--- config.mk ---
export PLATFORM = sky130hd
export DESIGN_NAME = page_table
export DESIGN_NICKNAME = d
export VERILOG_FILES = /design/src/rtl/page_table.sv
export SDC_FILE = /design/constraint.sdc
export NUM_CORES = 1
export LEC_CHECK = 0
export ABC_AREA = 0
export CORE_MARGIN = 5
export CORE_UTILIZATION = 35
export DETAILED_ROUTE_END_ITERATION = 6
export HOLD_SLACK_MARGIN = 0.03
export PLACE_DENSITY_LB_ADDON = 0.25
export SETUP_SLACK_MARGIN = 0.05
export SLEW_MARGIN = 20
export SYNTH_ARGS = -nofsm -noshare
export SYNTH_HDL_FRONTEND = slang
export SYNTH_SLANG_ARGS = --single-unit
--- constraint.sdc ---
create_clock -name clk -period 4.65 [get_ports clk]
set_input_delay 0.465 -clock clk [delete_from_list [all_inputs] [get_ports clk]]
set_output_delay 0.465 -clock clk [all_outputs]
set_load 0.01 [all_outputs]
--- src/rtl/page_table.sv ---
// page_table: single-level virtual-to-physical page table with
// on-demand page allocation and a host write port.
//
// Parameters
//   ADDR_W   : virtual / physical address width
//   OFFSET_W : page-offset width (page number = ADDR_W-OFFSET_W bits)
// Ports
//   clk           : clock, all state updates on rising edge
//   rst           : asynchronous active-high reset
//   is_lock       : 1 = hold output, 0 = translate virtual_addr
//   virtual_addr  : {vpn, offset} to translate
//   physical_addr : registered translated address
//   page_fault    : registered one-cycle pulse on allocating miss
//   wr_en         : host write strobe
//   wr_vpn        : host write page number
//   wr_ppn        : host write physical page number
module page_table #(
    parameter int ADDR_W   = 8,
    parameter int OFFSET_W = 4
) (
    input  logic                       clk,
    input  logic                       rst,
    input  logic                       is_lock,
    input  logic [ADDR_W-1:0]          virtual_addr,
    output logic [ADDR_W-1:0]          physical_addr,
    output logic                       page_fault,
    input  logic                       wr_en,
    input  logic [ADDR_W-OFFSET_W-1:0] wr_vpn,
    input  logic [ADDR_W-OFFSET_W-1:0] wr_ppn
);

    localparam int PN_W = ADDR_W - OFFSET_W;
    localparam int N    = 1 << PN_W;

    logic            valid [N];
    logic [PN_W-1:0] ppn   [N];
    logic [PN_W-1:0] free_ptr;

    logic [PN_W-1:0]     vpn;
    logic [OFFSET_W-1:0] off;

    assign vpn = virtual_addr[ADDR_W-1:OFFSET_W];
    assign off = virtual_addr[OFFSET_W-1:0];

    always_ff @(posedge clk or posedge rst) begin
        if (rst) begin
            for (int i = 0; i < N; i++) begin
                valid[i] <= 1'b0;
                ppn[i]   <= '0;
            end
            free_ptr      <= '0;
            physical_addr <= '0;
            page_fault    <= 1'b0;
        end else begin
            page_fault <= 1'b0;
            if (!is_lock) begin
                if (valid[vpn]) begin
                    physical_addr <= {ppn[vpn], off};
                end else begin
                    valid[vpn]    <= 1'b1;
                    ppn[vpn]      <= free_ptr;
                    physical_addr <= {free_ptr, off};
                    page_fault    <= 1'b1;
                    // wraps silently; physical pages may alias
                    free_ptr      <= free_ptr + 1'b1;
                end
            end
            // Placed last so a host write to the same VPN as an
            // allocating miss overrides the stored entry. Lookups
            // above read the pre-edge table, so translation is
            // unaffected by a same-edge write.
            if (wr_en) begin
                valid[wr_vpn] <= 1'b1;
                ppn[wr_vpn]   <= wr_ppn;
            end
        end
    end

endmodule

* Word-level counts from Yosys, hierarchy flattened
Cells that the tools add are included.
** Word-level totals
- Register bits :: 93
- Bits of input ports :: 20
- Output and inout bits :: 9
- Word-level logic and storage cells :: 74
** Operators by class
- Add/sub/neg operators :: 1
- $lt $le $gt $ge :: 4
- Muxes and demuxes :: 25
- Bitwise operators :: 6
- Reduce and logical (&&, ||, !) cells :: 3
** Operators with widths (number)
- 2-to-1 mux 64 bit :: 3
- bitwise mux 64 bit :: 2
- 2-to-1 mux 16 bit :: 3
- demux 4 bit (select 4 bit) :: 2
- OR 16 bit :: 2
- binary-select mux 4 bit (select 4 bit) :: 1
- 2-to-1 mux 4 bit :: 4
- greater-or-equal comparator 5 bit, second input constant :: 2
- less-than comparator 5 x 1 -> 1 bit, second input constant :: 2
- inverter 4 -> 5 bit :: 2
- demux 1 bit (select 4 bit) :: 2
- 2-to-1 mux 8 bit :: 1
- 2-to-1 mux 1 bit :: 6
- adder 4 x 1 -> 4 bit, second input constant :: 1
- binary-select mux 1 bit (select 4 bit) :: 1
- logical AND 1 bit :: 2
- inverter 1 bit :: 2
- AND reduction 2 bit :: 1

* Depth between registers and ports, before layout
- Depth in word-level cells :: 10
- Gate-level depth with buffers :: 7
- Mapped depth without buffers :: 4

* Worst setup path before layout
No wires, ideal clock.
- Kind :: input to register
- From :: in virtual_addr[4]
- To :: reg physical_addr[4]
- Setup time :: 0.124 ns
- Arrival time :: 2.242 ns
- Setup slack :: 2.285 ns
- Stages :: 6
- Cell sequence :: buf_4 mux4_2 mux4_2 buf_2 a21boi_0 o31a_1
** On the way
- Cells in the longest elaborated chain, start to end :: 5
** RTL lines
- start: declaration :: RTL line 24 : input logic [ADDR_W-1:0] virtual_addr,
- inverter 4 -> 5 bit (not written as such) * :: RTL line 57, 58
- binary-select mux 4 bit (select 4 bit) or binary-select mux 1 bit (select 4 bit) (tied branches) :: RTL line 58, 57
- 2-to-1 mux 4 bit (not written as such) or 2-to-1 mux 1 bit (tied branches) (2 in series) :: RTL line 58, 57
- 2-to-1 mux 8 bit * :: RTL line 57 : if (valid[vpn]) begin
- end signal: assignment :: RTL line 58 : physical_addr <= {ppn[vpn], off};
- end signal: assignment :: RTL line 62 : physical_addr <= {free_ptr, off};
- end: declaration :: RTL line 25 : output logic [ADDR_W-1:0] physical_addr,
Mark *: on every way between the ends. The rest lies on a longest branch, timed or not. The select of a mux whose other input is x is not followed.
A chain may end at the register's enable or synchronous reset.

* Final worst setup path
- From :: in virtual_addr[4]
- To :: reg free_ptr[1]
** On the way
- Cells in the longest elaborated chain, start to end :: 6
** RTL lines
- inverter 4 -> 5 bit (not written as such) :: RTL line 57
- binary-select mux 1 bit (select 4 bit) :: RTL line 57
- 2-to-1 mux 1 bit (not written as such) (2 in series) :: RTL line 57
- inverter 1 bit (no source line)
- AND reduction 2 bit (no source line)
- end signal: assignment :: RTL line 65 : free_ptr <= free_ptr + 1'b1;
- end: declaration :: RTL line 37 : logic [PN_W-1:0] free_ptr;
No other way between the ends. The select of a mux whose other input is x is not followed.

==> results.yml <==
clock_tree:
  clkSinkCount: 93
  clkTransAtPathRegs_ns: 0.06
  ctsResizeCount: 0
  post-cts-setup-buffers: 0
  postCtsHoldBufs: 0
  root_buffer: "clkbuf_16"
  cts_tree: "yes"
  htree_levels: 3
  clockBufferDepth: 2
  numCtsBuffers: 9
  clk_latency_ns: 0.35
worst_setup_path:
  setup.worst_path.end_class: "register"
  cp_cell_sequence: "clkdlybuf4s50_1 > mux4_2 > mux4_2 > nor2_1 > mux2_1"
  r2r_start: "valid[12]"
  slowest_delay_ns: 1.08
  crit_family: "multiplexers"
  worst-path-buf-inv: 1
  worstSetupPathType: "primary input to register"
  worst_ep_required_time_ns: 4.88
  cp-start-kind: "primary input"
  critPathMaxFanout: 13
  arrival_ns: 3.50
  crit_path_top_delay_cell: "clkdlybuf4s50_1"
  cpMostUsedCell: "mux4_2"
  cp-startpoint: "virtual_addr[4]"
timing:
  finalHoldViolations: 0
  rsz0062_at_grt: "false"
  worstMarginPinSlew_ns: 1.02
  fmax_mhz: 306
  setup-tns-final_ns: 0
  layout_setup_ws_ns: 1.38
  setup_viol: 0
  fin_worst_skew_ns: 0.00488
  min_period_over_period_pct: 70.3
  period_needed_ns: 3.27
  drv_slew: 0
  maxSlewHeadroom_pct: 31.8
detailed_routing:
  via_count: 3384
  drc: 0
  vias_per_cell: 5.30
  drt-wirelength-per-cell_um: 19.1
  wirelength_um: 12200
  drt_first_iter_violations: 213
  dr.pass1.iters: 4
  drt.antenna.violating_nets: 0
floorplan:
  ios: 29
  fp.dieH_um: 129
  num_rows: 43
  die-area_um2: 16700
  coreArea_um2: 13900
  start_util_pct: 35.8
  die_width_um: 129
yosys:
  synthTopCellsByCount: "dfrtp_1 (93), mux2i_1 (64), nor2_1 (46)"
  synth-xor-area-share_pct: 0.529
  synth_area_per_cell_um2: 11.1
  synth_area_leaders: "dfrtp_1 (47%), mux2i_1 (13%), mux4_2 (9.5%), a21oi_1 (4.0%), nor2_1 (3.5%)"
  ys_warn_count: 0
  async_flop_share_pct: 100
  syn_area_um2: 4970
  netlist_instances: 448
  yosysTopAreaCellShare_pct: 46.8
  synth-edff-count: 0
  synth_cell_type_count: 37
  synth-seq-cells: 93
  synth_fa_ha_area_share_pct: 0.252
  synth_nets: 469
  synth_most_common_cell: "dfrtp_1"
  yosysTopAreaCell: "dfrtp_1"
  synth_mux_area_share_pct: 23.5
  synth_top_family_by_area: "multiplexers"
  synth_compound_area_share_pct: 8.96
  synth-seq-area-share_pct: 46.8
  ys.flop_type: "dfrtp_1"
  synth-simple-area-share_pct: 16.7
min_path:
  worstHoldStart: "valid[13]"
  hold_class: "register to register"
global_routing:
  grt_pass1_wl_um: 20300
  grt_pass1_vias: 3493
  gr-total-overflow: 0
  grt_use_total_pct: 15.8
  antenna_found_initial: 0
  grt_max_degree: 57
power:
  cellPowerDensity_nw_per_um2: 480
  leakagePower_nw: 1.98
  p_total_mw: 2.72
  peakVddDrop_mv: 0.182
run_status:
  status: "finished clean"
place:
  postPlaceCellArea_um2: 5360
  place_ws_ns: 0.985
  gp_congestion: 0.761
  io_buffers: 28
  hpwl_um: 8510
cells_and_area:
  final_area_um2: 5660
  drive_above_1_share_pct: 15.5
  syn2layout_area_growth_pct: 13.8
  diodes: 0
  fin_nets: 477
job:
  max_cap_viol_count: 0
## path summary, 6_finish.rpt
| kind | endpoint | slack, ns | depth (start not counted) |
|---|---|---|---|
| setup / recovery | free_ptr[1] | 1.38 | 5 |
| hold / removal | valid[13] | 0.46 | 1 |
| setup reg to reg | free_ptr[1] | 2.33 | 4 |
| hold reg to reg | valid[13] | 0.46 | 1 |
| max in group asynchronous | ppn[22] | 3.07 | 3 |
| min in group asynchronous | ppn[41] | 0.61 | 2 |
## logic make-up after synthesis
family          after synthesis
flops                        93
buf+inv                      39
xor+xnor                      3
compound gates               80
fa+ha+maj                     1
mux                          90
simple gates                142
## stage by stage
stage               std cells  utilization (%)  hold slack, ns
floorplan                 448                -           0.433
global placement          625             38.6           0.449
detailed placement        625             38.6           0.457
CTS                       639             40.7           0.471
global route              639             40.7           0.482
finish                    639             40.7           0.465
## cell type report
type                            count  area [µm²]
Sequential cell                    93        2330
Fill cell                        1394        8230
Clock buffer                       12         236
Clock inverter                      2        60.1
Multi-Input combinational cell    316        2480
Inverter                            5        21.3
Timing Repair Buffer               31         303
Tap cell                          180         225
## layer usage
layer  vias to the layer above  part of all wire [%]  wire length, µm  GRT usage (%)
li1                       1618                     -                -              -
met1                      1684                    48             5800           23.3
met2                        68                    46             5580           23.7
met3                        14                   4.9              595           2.43
met4                         0                   1.7              205           5.56
met5                         -                     0                0              0
## report_power, final
group	switching, mW	internal, mW
combinational	0.274	0.348
clock	0.298	0.466
sequential	0.262	1.07
total	0.834	1.88
## registers in the layout (all words and copies together), names as in the netlist
name	count
physical_addr	8
page_fault	1
ppn	64
valid	16
free_ptr	4
## cell usage in the layout, fill, tap and decap left out, types with 8 or more instances in the layout
master           instances
clkbuf_16                9
a22oi_1                  8
clkdlybuf4s50_1         28
mux2i_1                 64
a21oi_1                 40
nand2_1                 32
or3b_2                  12
nor2_1                  46
dfrtp_1                 93
o21ai_0                 22
nor3_2                  13
mux4_2                  21
Note: power is estimated with default switching activity, not from simulation.
